--- config.mk ---
export PLATFORM = sky130hd
export DESIGN_NAME = mips_lsu
export DESIGN_NICKNAME = d
export VERILOG_FILES = /design/src/rtl/mips_lsu.sv
export SDC_FILE = /design/constraint.sdc
export NUM_CORES = 1
export LEC_CHECK = 0
export ABC_CLOCK_PERIOD_IN_PS = 2900
export BUFFER_PORTS_ARGS = -buffer_cell sky130_fd_sc_hd__buf_2
export CAP_MARGIN = 10
export CORE_MARGIN = 2
export CORE_UTILIZATION = 51
export CTS_CLUSTER_SIZE = 40
export DETAILED_ROUTE_END_ITERATION = 6
export PLACE_DENSITY = 0.8
export REMOVE_ABC_BUFFERS = 1
export SETUP_SLACK_MARGIN = 0.5
export SLEW_MARGIN = 25
export SYNTH_ARGS = -nofsm -noshare
export SYNTH_HDL_FRONTEND = slang
export SYNTH_SLANG_ARGS = --single-unit
export TNS_END_PERCENT = 20
--- constraint.sdc ---
create_clock -name clk -period 2.9 [get_ports clk]
set_input_delay 0.29 -clock clk [delete_from_list [all_inputs] [get_ports clk]]
set_output_delay 0.29 -clock clk [all_outputs]
set_load 0.005 [all_outputs]
--- src/rtl/mips_lsu.sv ---
// Load/store unit: big-endian byte-lane alignment, req/ack memory access, timeout.
// Define MIPS_LSU_UNALIGNED_EN to split misaligned half/word accesses in two.
module mips_lsu #(
   parameter int unsigned MEM_TIMEOUT = 255
) (
   input  logic        clk,
   input  logic        rst_b,
   input  logic        req_valid,
   output logic        req_ready,
   input  logic        req_write,
   input  logic [1:0]  req_size,
   input  logic        req_signed,
   input  logic [31:0] req_addr,
   input  logic [31:0] req_wdata,
   output logic        resp_valid,
   output logic [31:0] resp_rdata,
   output logic        resp_err,
   output logic        mem_req,
   output logic        mem_we,
   output logic [31:0] mem_addr,
   output logic [3:0]  mem_be,
   output logic [31:0] mem_wdata,
   input  logic        mem_ack,
   input  logic [31:0] mem_rdata
);

`ifdef MIPS_LSU_UNALIGNED_EN
   typedef enum logic [1:0] {S_IDLE, S_ACCESS, S_RESP, S_ACCESS2} state_t;
`else
   typedef enum logic [1:0] {S_IDLE, S_ACCESS, S_RESP} state_t;
`endif

   localparam logic [15:0] TMO_LAST = 16'(MEM_TIMEOUT - 1);

   state_t      state_q, state_d;
   logic [15:0] cnt_q, cnt_d;
   logic        err_q, err_d;
   logic [31:0] rdata_q, rdata_d;
   logic        write_q, write_d;
   logic [1:0]  size_q, size_d;
   logic        signed_q, signed_d;
   logic [1:0]  off_q, off_d;
   logic [31:0] mem_addr_q, mem_addr_d;
   logic        mem_we_q, mem_we_d;
   logic [3:0]  mem_be_q, mem_be_d;
   logic [31:0] mem_wdata_q, mem_wdata_d;

   logic        legal;
   logic [3:0]  be_base;
   logic [3:0]  be1;
   logic [31:0] repl;
   logic [31:0] wd1;
   logic [63:0] data64;
   logic [7:0]  lane [8];
   logic [2:0]  o;
   logic [31:0] top;
   logic [31:0] ext;
   logic        tmo;

`ifdef MIPS_LSU_UNALIGNED_EN
   logic [31:0] r1_q, r1_d;
   logic [3:0]  be2_q, be2_d;
   logic [31:0] wdata2_q, wdata2_d;
   logic        split_q, split_d;
   logic [7:0]  mask8;
   logic [31:0] left;
   logic [63:0] wide;
   logic        split;
`endif

   // Request decode: lane masks and store data for the first access
   always_comb begin
      be_base = 4'b1111;
      repl    = req_wdata;
      unique case (req_size)
         2'b00: begin
            be_base = 4'b1000;
            repl    = {4{req_wdata[7:0]}};
         end
         2'b01: begin
            be_base = 4'b1100;
            repl    = {2{req_wdata[15:0]}};
         end
         default: ;
      endcase
`ifdef MIPS_LSU_UNALIGNED_EN
      legal = (req_size != 2'b11);
      mask8 = {be_base, 4'b0000} >> req_addr[1:0];
      left  = req_wdata;
      if (req_size == 2'b00)
         left = {req_wdata[7:0], 24'h0};
      else if (req_size == 2'b01)
         left = {req_wdata[15:0], 16'h0};
      wide  = {left, 32'h0} >> {req_addr[1:0], 3'b000};
      split = (mask8[3:0] != 4'b0000);
      be1   = mask8[7:4];
      wd1   = split ? wide[63:32] : repl;
`else
      legal = (req_size == 2'b00)
           || (req_size == 2'b01 && !req_addr[0])
           || (req_size == 2'b10 && req_addr[1:0] == 2'b00);
      be1   = be_base >> req_addr[1:0];
      wd1   = repl;
`endif
   end

   // Load merge: lanes from one or two words, picked from the byte offset
   always_comb begin
`ifdef MIPS_LSU_UNALIGNED_EN
      data64 = (state_q == S_ACCESS2) ? {r1_q, mem_rdata}
                                      : {mem_rdata, 32'h0};
`else
      data64 = {mem_rdata, 32'h0};
`endif
      for (int i = 0; i < 8; i++)
         lane[i] = data64[63-8*i -: 8];
      o   = {1'b0, off_q};
      top = {lane[o], lane[o+3'd1], lane[o+3'd2], lane[o+3'd3]};
      unique case (size_q)
         2'b00:   ext = {{24{signed_q & top[31]}}, top[31:24]};
         2'b01:   ext = {{16{signed_q & top[31]}}, top[31:16]};
         default: ext = top;
      endcase
   end

   assign tmo = !mem_ack && (cnt_q == TMO_LAST);

   always_comb begin
      state_d     = state_q;
      cnt_d       = cnt_q;
      err_d       = err_q;
      rdata_d     = rdata_q;
      write_d     = write_q;
      size_d      = size_q;
      signed_d    = signed_q;
      off_d       = off_q;
      mem_addr_d  = mem_addr_q;
      mem_we_d    = mem_we_q;
      mem_be_d    = mem_be_q;
      mem_wdata_d = mem_wdata_q;
`ifdef MIPS_LSU_UNALIGNED_EN
      r1_d        = r1_q;
      be2_d       = be2_q;
      wdata2_d    = wdata2_q;
      split_d     = split_q;
`endif
      unique case (state_q)
         S_IDLE: begin
            if (req_valid) begin
               write_d  = req_write;
               size_d   = req_size;
               signed_d = req_signed;
               off_d    = req_addr[1:0];
               cnt_d    = 16'd0;
               rdata_d  = 32'h0;
               if (legal) begin
                  state_d     = S_ACCESS;
                  err_d       = 1'b0;
                  mem_addr_d  = {req_addr[31:2], 2'b00};
                  mem_we_d    = req_write;
                  mem_be_d    = be1;
                  mem_wdata_d = wd1;
`ifdef MIPS_LSU_UNALIGNED_EN
                  split_d     = split;
                  be2_d       = mask8[3:0];
                  wdata2_d    = wide[31:0];
`endif
               end else begin
                  state_d = S_RESP;
                  err_d   = 1'b1;
               end
            end
         end
         S_ACCESS: begin
            if (mem_ack) begin
`ifdef MIPS_LSU_UNALIGNED_EN
               if (split_q) begin
                  state_d     = S_ACCESS2;
                  r1_d        = mem_rdata;
                  cnt_d       = 16'd0;
                  mem_addr_d  = mem_addr_q + 32'd4;
                  mem_be_d    = be2_q;
                  mem_wdata_d = wdata2_q;
               end else begin
                  state_d = S_RESP;
                  rdata_d = write_q ? 32'h0 : ext;
               end
`else
               state_d = S_RESP;
               rdata_d = write_q ? 32'h0 : ext;
`endif
            end else if (tmo) begin
               state_d = S_RESP;
               err_d   = 1'b1;
            end else begin
               cnt_d = cnt_q + 16'd1;
            end
         end
`ifdef MIPS_LSU_UNALIGNED_EN
         S_ACCESS2: begin
            if (mem_ack) begin
               state_d = S_RESP;
               rdata_d = write_q ? 32'h0 : ext;
            end else if (tmo) begin
               state_d = S_RESP;
               err_d   = 1'b1;
            end else begin
               cnt_d = cnt_q + 16'd1;
            end
         end
`endif
         S_RESP:  state_d = S_IDLE;
         default: state_d = S_IDLE;
      endcase
   end

   always_ff @(posedge clk) begin
      if (rst_b) begin
         state_q     <= S_IDLE;
         cnt_q       <= 16'd0;
         err_q       <= 1'b0;
         rdata_q     <= 32'h0;
         write_q     <= 1'b0;
         size_q      <= 2'b00;
         signed_q    <= 1'b0;
         off_q       <= 2'b00;
         mem_addr_q  <= 32'h0;
         mem_we_q    <= 1'b0;
         mem_be_q    <= 4'h0;
         mem_wdata_q <= 32'h0;
`ifdef MIPS_LSU_UNALIGNED_EN
         r1_q        <= 32'h0;
         be2_q       <= 4'h0;
         wdata2_q    <= 32'h0;
         split_q     <= 1'b0;
`endif
      end else begin
         state_q     <= state_d;
         cnt_q       <= cnt_d;
         err_q       <= err_d;
         rdata_q     <= rdata_d;
         write_q     <= write_d;
         size_q      <= size_d;
         signed_q    <= signed_d;
         off_q       <= off_d;
         mem_addr_q  <= mem_addr_d;
         mem_we_q    <= mem_we_d;
         mem_be_q    <= mem_be_d;
         mem_wdata_q <= mem_wdata_d;
`ifdef MIPS_LSU_UNALIGNED_EN
         r1_q        <= r1_d;
         be2_q       <= be2_d;
         wdata2_q    <= wdata2_d;
         split_q     <= split_d;
`endif
      end
   end

   assign req_ready  = (state_q == S_IDLE);
   assign resp_valid = (state_q == S_RESP);
   assign resp_err   = resp_valid & err_q;
   assign resp_rdata = resp_valid ? rdata_q : 32'h0;
`ifdef MIPS_LSU_UNALIGNED_EN
   assign mem_req    = (state_q == S_ACCESS) || (state_q == S_ACCESS2);
`else
   assign mem_req    = (state_q == S_ACCESS);
`endif
   assign mem_we     = mem_we_q;
   assign mem_addr   = mem_addr_q;
   assign mem_be     = mem_be_q;
   assign mem_wdata  = mem_wdata_q;

endmodule

==> flow_metrics.py, run 1 <==
metrics = {
    "min_path": {
        "hold_path_end": "mem_addr[14]",
        "hold_depth": 3,
        "hold_class": "in -> reg",
        "min_from": "req_addr[14]",
    },
    "yosys": {
        "netlist_area_mm2": 0.00608,
        "synth_commonest_cells": "124 x dfxtp_1, 123 x nand2_1, 67 x a21oi_1",
        "yosysSeqAreaShare_pct": 40.8,
        "synth_area_leaders": "dfxtp_1 41%, nand2_1 7.6%, mux2i_1 7.2%, mux4_2 6.3%, a21oi_1 5.5%",
        "yosysMostFrequentCell": "dfxtp_1",
        "netlist.area_leader.share_pct": 40.8,
        "synth_cells": 674,
        "synth_top_area_cell": "dfxtp_1",
        "synth_cell_types": 55,
        "synth-edff-count": 0,
        "syn_area_per_cell_um2": 9.02,
        "async_flop_share_pct": 0,
        "synthFlopType": "dfxtp_1",
        "ys_ff_latch": 124,
        "ys_warn_count": 0,
    },
    "worst_setup_path": {
        "arrival_ns": 2.56,
        "r2r_cells": 5,
        "worstPathMaxFanout": 11,
        "r2r-end": "rdata_q[1]",
        "end_kind": "flip-flop",
        "r2r-start": "off_q[1]",
        "cp_data_required_time_ns": 3.19,
        "r2r_slack_ns": 0.63,
        "crit_path_start_kind": "flip-flop",
        "critical_path_class": "reg -> reg",
    },
    "clocking": {
        "ctsHoldBuffers": 0,
        "cts_buffers": 17,
        "insertion_delay_ns": 0.42,
        "clkTransAtPathRegs_ns": 0.06,
        "cts_tree": "done",
        "ctsLongestPathBuffers": 2,
        "cts_root_buf": "clkbuf_16",
        "htree_num_levels": 4,
        "cts.sink_count": 124,
    },
    "global_routing": {
        "grt_pass1_vias": 5645,
        "grt_pass1_wl_mm": 27.4,
        "grtUsageTotal_pct": 26.4,
        "grt_max_degree": 64,
        "grt_remaining_overflow": 0,
        "antenna_found_initial": 0,
    },
    "sta": {
        "hold_viol": 0,
        "finalSetupViolations": 0,
        "max_freq_mhz": 441,
        "post-route-period-util_pct": 78.2,
        "fin_skew_ns": 0.00525,
        "worstMarginPinSlew_ns": 1.02,
        "slew_headroom_pct": 31.6,
        "final.min_clock_period_ns": 2.27,
        "maxSlewViolCount": 0,
        "worst_slack_ns": 0.632,
        "rsz0062_at_grt": "no",
    },
    "floorplan": {
        "core_mm2": 0.0115,
        "die_w_um": 113,
        "dieArea_mm2": 0.0128,
        "rows": 39,
        "die_h_um": 113,
        "ios": 209,
        "initial_core_util_pct": 52.8,
    },
    "drt": {
        "wire_per_inst_um": 16.9,
        "via_per_inst": 5.81,
        "drc_errors": 10,
        "dr.pass1.iters": 7,
        "drt_iter0_markers": 336,
        "vias": 5877,
        "ant_nets": 0,
        "finalWirelength_mm": 17.0,
    },
    "placed_design": {
        "numPortBuffers": 206,
        "globalplace.congestion": 0.871,
        "dpl_worst_slack_ns": 0.406,
        "hpwl_mm": 12.3,
    },
    "outcome": {
        "status": "finished with violations",
        "violations": "design-rule violations",
    },
    "power_and_ir_drop": {
        "finalPower_w": 0.00451,
        "ir_worst_vdd_mv": 0.439,
        "total_leakage_power_nw": 3.32,
        "power.density_mw_per_mm2": 582,
    },
    "layout": {
        "final_util_pct": 67.3,
        "antennaDiodeCount": 0,
        "drive_above_1_share_pct": 32.8,
        "area_growth_syn_to_layout_pct": 27.4,
        "nNetsFinal": 964,
    },
    "run": {
        "max_cap_viol_count": 0,
    },
}
per-stage QoR:
stage                     TNS [ns]  hold WS, ns  instances  instance area [um^2]
after floorplan              -6.31        0.359        621                  5830
after global placement           0        0.439        980                  7150
after detailed placement         0        0.443        980                  7150
after CTS                        0        0.101       1011                  7740
after global routing             0        0.112       1011                  7740
final                            0        0.112       1011                  7740
worst max path at each step:
stage	startpoint	end	slack (ns)
floorplan	off_q[0]	rdata_q[0]	-0.44
global route	state_q[1]	resp_rdata[15]	0.51
global placement	off_q[1]	rdata_q[7]	0.49
finish	off_q[1]	rdata_q[1]	0.63
detailed placement	off_q[1]	rdata_q[7]	0.41
CTS	off_q[1]	rdata_q[1]	0.65
cell type report:
type,instances,area [um^2]
Sequential cell,124,2480
Clock buffer,19,453
Timing Repair Buffer,216,1130
Multi-Input combinational cell,490,3350
Fill cell,903,3770
Clock inverter,12,123
Tap cell,143,179
Inverter,7,26.3
worst max-delay path, cell delays in order (launching register included):
cell and delay [ns]:
dfxtp_1 0.46, inv_2 0.19, ha_4 0.41, buf_4 0.20, mux4_2 0.54, a221o_1 0.35
where the power goes:
group / leakage (nW) / total [W] / switching (W) / internal (W)
registers: 1.01 / 0.00182 / 0.0000473 / 0.00178
clock network: 0.272 / 0.00206 / 0.000763 / 0.00129
logic: 2.04 / 0.000625 / 0.000345 / 0.000279
routing by layer:
layer / vias up / global-route usage, % / wire (um)
li1: 2820 / - / -
met1: 2765 / 31.9 / 6900
met2: 261 / 43.8 / 8340
met3: 31 / 8.78 / 1510
met4: 0 / 9.59 / 303
met5: - / 0 / 0
timing repair:
item	in CTS	in global routing
setup endpoints to repair	33	0
gates resized for setup	3	0
setup buffers	0	0
cell usage in the layout, fill, tap and decap left out, drive strengths merged, types with 2 or more instances in the layout:
cell / n
a211oi: 10
a21oi: 67
a221o: 23
a22o: 5
a22oi: 8
a311oi: 9
a32o: 10
and2: 37
and4: 5
buf: 216
bufinv: 2
clkbuf: 19
clkinv: 6
clkinvlp: 5
conb: 2
dfxtp: 124
ha: 4
inv: 6
mux2: 4
mux2i: 44
mux4: 17
nand2: 123
nand3: 4
nand4: 6
nor2: 37
nor2b: 2
nor3: 9
nor3b: 4
o211ai: 8
o21ai: 19
o311ai: 2
o41ai: 2
or2: 2
or3: 12
logic make-up (layout without fill, tap and decap cells):
group | count (synthesis) | count (layout) | synth area share (%)
muxes | 65 | 65 | 14.3
other | 1 | 2 | 0.0617
AOI/OAI and AO/OA | 168 | 168 | 19.0
xor gates and xnor gates | 1 | 1 | 0.144
DFF | 124 | 124 | 40.8
and+or+nand+nor | 250 | 250 | 20.3
buffers and inverters | 61 | 254 | 4.59
adders and majority gates | 4 | 4 | 0.823
flip-flops by register name, indices dropped and copies added (netlist names):
name       flops
cnt_q         16
err_q          1
mem_addr      30
mem_be         4
mem_wdata     32
mem_we         1
off_q          2
rdata_q       32
signed_q       1
size_q         2
state_q        2
write_q        1
No activity file was read; power rests on OpenSTA's default activity.
==> run 2: changes to the inputs <==
--- a/config.mk
+++ b/config.mk
@@ -5,7 +5,7 @@
 export SDC_FILE = /design/constraint.sdc
 export NUM_CORES = 1
 export LEC_CHECK = 0
-export ABC_CLOCK_PERIOD_IN_PS = 2900
+export ABC_CLOCK_PERIOD_IN_PS = 2100
 export BUFFER_PORTS_ARGS = -buffer_cell sky130_fd_sc_hd__buf_2
 export CAP_MARGIN = 10
 export CORE_MARGIN = 2
==> constraint.sdc (replaced) <==
create_clock -name clk -period 2.1 [get_ports clk]
set_input_delay 0.21 -clock clk [delete_from_list [all_inputs] [get_ports clk]]
set_output_delay 0.21 -clock clk [all_outputs]
set_load 0.005 [all_outputs]
==> run 2 against run 1 <==
Net effect: the flow still finishes with violations (design-rule violations); maximum frequency up 16%; non-clock buffer count up 42; worst setup slack worse by 0.48 ns; largest power group unchanged.
==> flow_metrics.py, run 2 (synthesis gave the netlist of run 1 again) <==
metrics = {
    "drt": {
        "dr.pass1.iters": 7,
        "wire_per_inst_um": 19.2,
        "drc_errors": 10,
        "vias": 6408,
        "via_per_inst": 6.07,
        "drt_iter0_markers": 661,
        "ant_nets": 0,
        "finalWirelength_mm": 20.2,
    },
    "clocking": {
        "cts.sink_count": 124,
        "cts_buffers": 17,
        "insertion_delay_ns": 0.42,
        "ctsLongestPathBuffers": 2,
        "htree_num_levels": 4,
        "clkTransAtPathRegs_ns": 0.06,
        "cts_tree": "done",
        "cts_root_buf": "clkbuf_16",
        "ctsHoldBuffers": 0,
    },
    "power_and_ir_drop": {
        "p_comb_share_pct": 16.1,
        "finalPower_w": 0.00653,
        "ir_worst_vdd_mv": 0.567,
        "switching_share_pct": 25.9,
        "p_sw_w": 0.00169,
        "total_leakage_power_nw": 3.64,
        "power.density_mw_per_mm2": 778,
        "p_clk_share_pct": 45.4,
        "intPower_w": 0.00484,
        "pwr-share-seq_pct": 38.5,
    },
    "worst_setup_path": {
        "end_kind": "flip-flop",
        "startpoint": "write_q",
        "worstPathMaxFanout": 8,
        "cpPeakStageDelay_ns": 0.60,
        "timing.critical_path.cells": "or4b_4 -> nor3_2 -> a22o_1 -> a221o_1",
        "cp_slowest_cell": "or4b_4",
        "critical_path_class": "reg -> reg",
        "arrival_ns": 2.31,
        "crit_path_start_kind": "flip-flop",
        "r2r-start": "write_q",
        "cp_data_required_time_ns": 2.46,
    },
    "global_routing": {
        "grt_pass1_wl_mm": 29.4,
        "grt_remaining_overflow": 0,
        "antenna_found_initial": 0,
        "grt_pass1_vias": 5871,
        "grt_max_degree": 67,
        "grtUsageTotal_pct": 28.5,
    },
    "min_path": {
        "hold_class": "in -> reg",
        "min_from": "req_addr[18]",
    },
    "placed_design": {
        "numPortBuffers": 206,
        "dpl_worst_slack_ns": 0.0683,
        "dp_cells": 990,
        "place_area_mm2": 0.00724,
        "globalplace.congestion": 0.860,
        "hpwl_mm": 12.2,
    },
    "layout": {
        "nNetsFinal": 1007,
        "final_cell_mix": "207 x buf_2, 121 x nand2_1, 118 x dfxtp_1",
        "area_growth_syn_to_layout_pct": 38.2,
        "drive_above_1_share_pct": 39.7,
        "fin_area_mm2": 0.00840,
        "final_util_pct": 73.0,
        "final_common_cell": "buf_2",
        "antennaDiodeCount": 0,
        "fillers": 801,
        "stdcell_count": 1055,
    },
    "sta": {
        "hold_viol": 0,
        "post-route-period-util_pct": 92.8,
        "final.min_clock_period_ns": 1.95,
        "worstMarginPinSlew_ns": 0.735,
        "maxSlewViolCount": 0,
        "max_freq_mhz": 513,
        "rsz0062_at_grt": "yes",
        "slew_headroom_pct": 51.0,
        "finalSetupViolations": 0,
        "worst_slack_ns": 0.151,
        "fin_skew_ns": 0.00750,
    },
    "floorplan": {
        "rows": 39,
        "ios": 209,
        "initial_core_util_pct": 52.8,
        "die_h_um": 113,
        "core_mm2": 0.0115,
        "die_w_um": 113,
        "dieArea_mm2": 0.0128,
    },
    "run": {
        "max_cap_viol_count": 0,
    },
    "outcome": {
        "violations": "design-rule violations",
        "status": "finished with violations",
    },
}
==> run 2: cell count changes in the layout (fill, tap and decap cells not counted), moves of 3 or more <==
| cell | before | now |
|---|---|---|
| dfxtp_4 | 0 | 5 |
| or3_1 | 12 | 9 |
| buf_6 | 0 | 3 |
| ha_1 | 3 | 0 |
| dfxtp_1 | 123 | 118 |
| clkbuf_8 | 2 | 5 |
| buf_4 | 8 | 41 |
| a21oi_2 | 0 | 5 |
| a21oi_1 | 67 | 62 |
| or3_4 | 0 | 3 |
==> run 2: routing by layer <==
metal	vias to the layer above	GRT usage (%)	wire [um]
met4	0	11.0	796
met3	72	8.52	2150
met1	3001	34.7	7540
met2	427	47.8	9730
met5	-	0	0
li1	2908	-	-
==> run 2: path summary, 6_finish.rpt <==
path / endpoint / slack (ns) / cells after the start
setup / recovery: rdata_q[4] / 0.15 / 4
hold / removal: mem_addr[18] / 0.03 / 3
setup reg to reg: rdata_q[4] / 0.15 / 4
hold reg to reg: mem_be[2] / 0.45 / 2
==> run 2: critical path, delay by kind of cell, from the launching register on <==
kind	cells	cell delay [ns]
flip-flops	1	0.35
AO/OA/AOI/OAI	2	0.40
AND/OR/NAND/NOR	2	1.15
==> run 2: what timing repair did <==
action                                 4_1_cts  5_1_grt
endpoints found under the hold margin        0        0
gates cloned                                 2        3
resized for setup                           16       50
setup buffers                                8       20
pin swaps                                    1       25
setup endpoints to repair                  120      149
==> run 2: through the flow <==
stage	hold slack [ns]	TNS, ns
5_1_grt	0.0190	0
3_3_place_gp	0.439	0
6_report	0.0274	0
4_1_cts	0.0185	0
3_5_place_dp	0.445	0
2_1_floorplan	0.279	-76.96
==> run 2: layout make-up <==
cell class                 count  area, um^2  area share, %
multi-input combinational    491        3540           42.2
sequential                   124        2500           29.8
timing repair buffer         258        1540           18.3
clock buffer                  22         494           5.88
tap                          143         179           2.13
clock inverter                10         113           1.34
inverter                       7        31.3          0.372
==> run 2: power by group through the flow <==
stage               logic (W)  clock network [W]  registers [W]
finish                0.00105            0.00297        0.00252
global route          0.00112            0.00310        0.00253
CTS                  0.000940            0.00297        0.00251
detailed placement   0.000875                  0        0.00256
global placement     0.000846                  0        0.00256
floorplan            0.000439                  0        0.00258
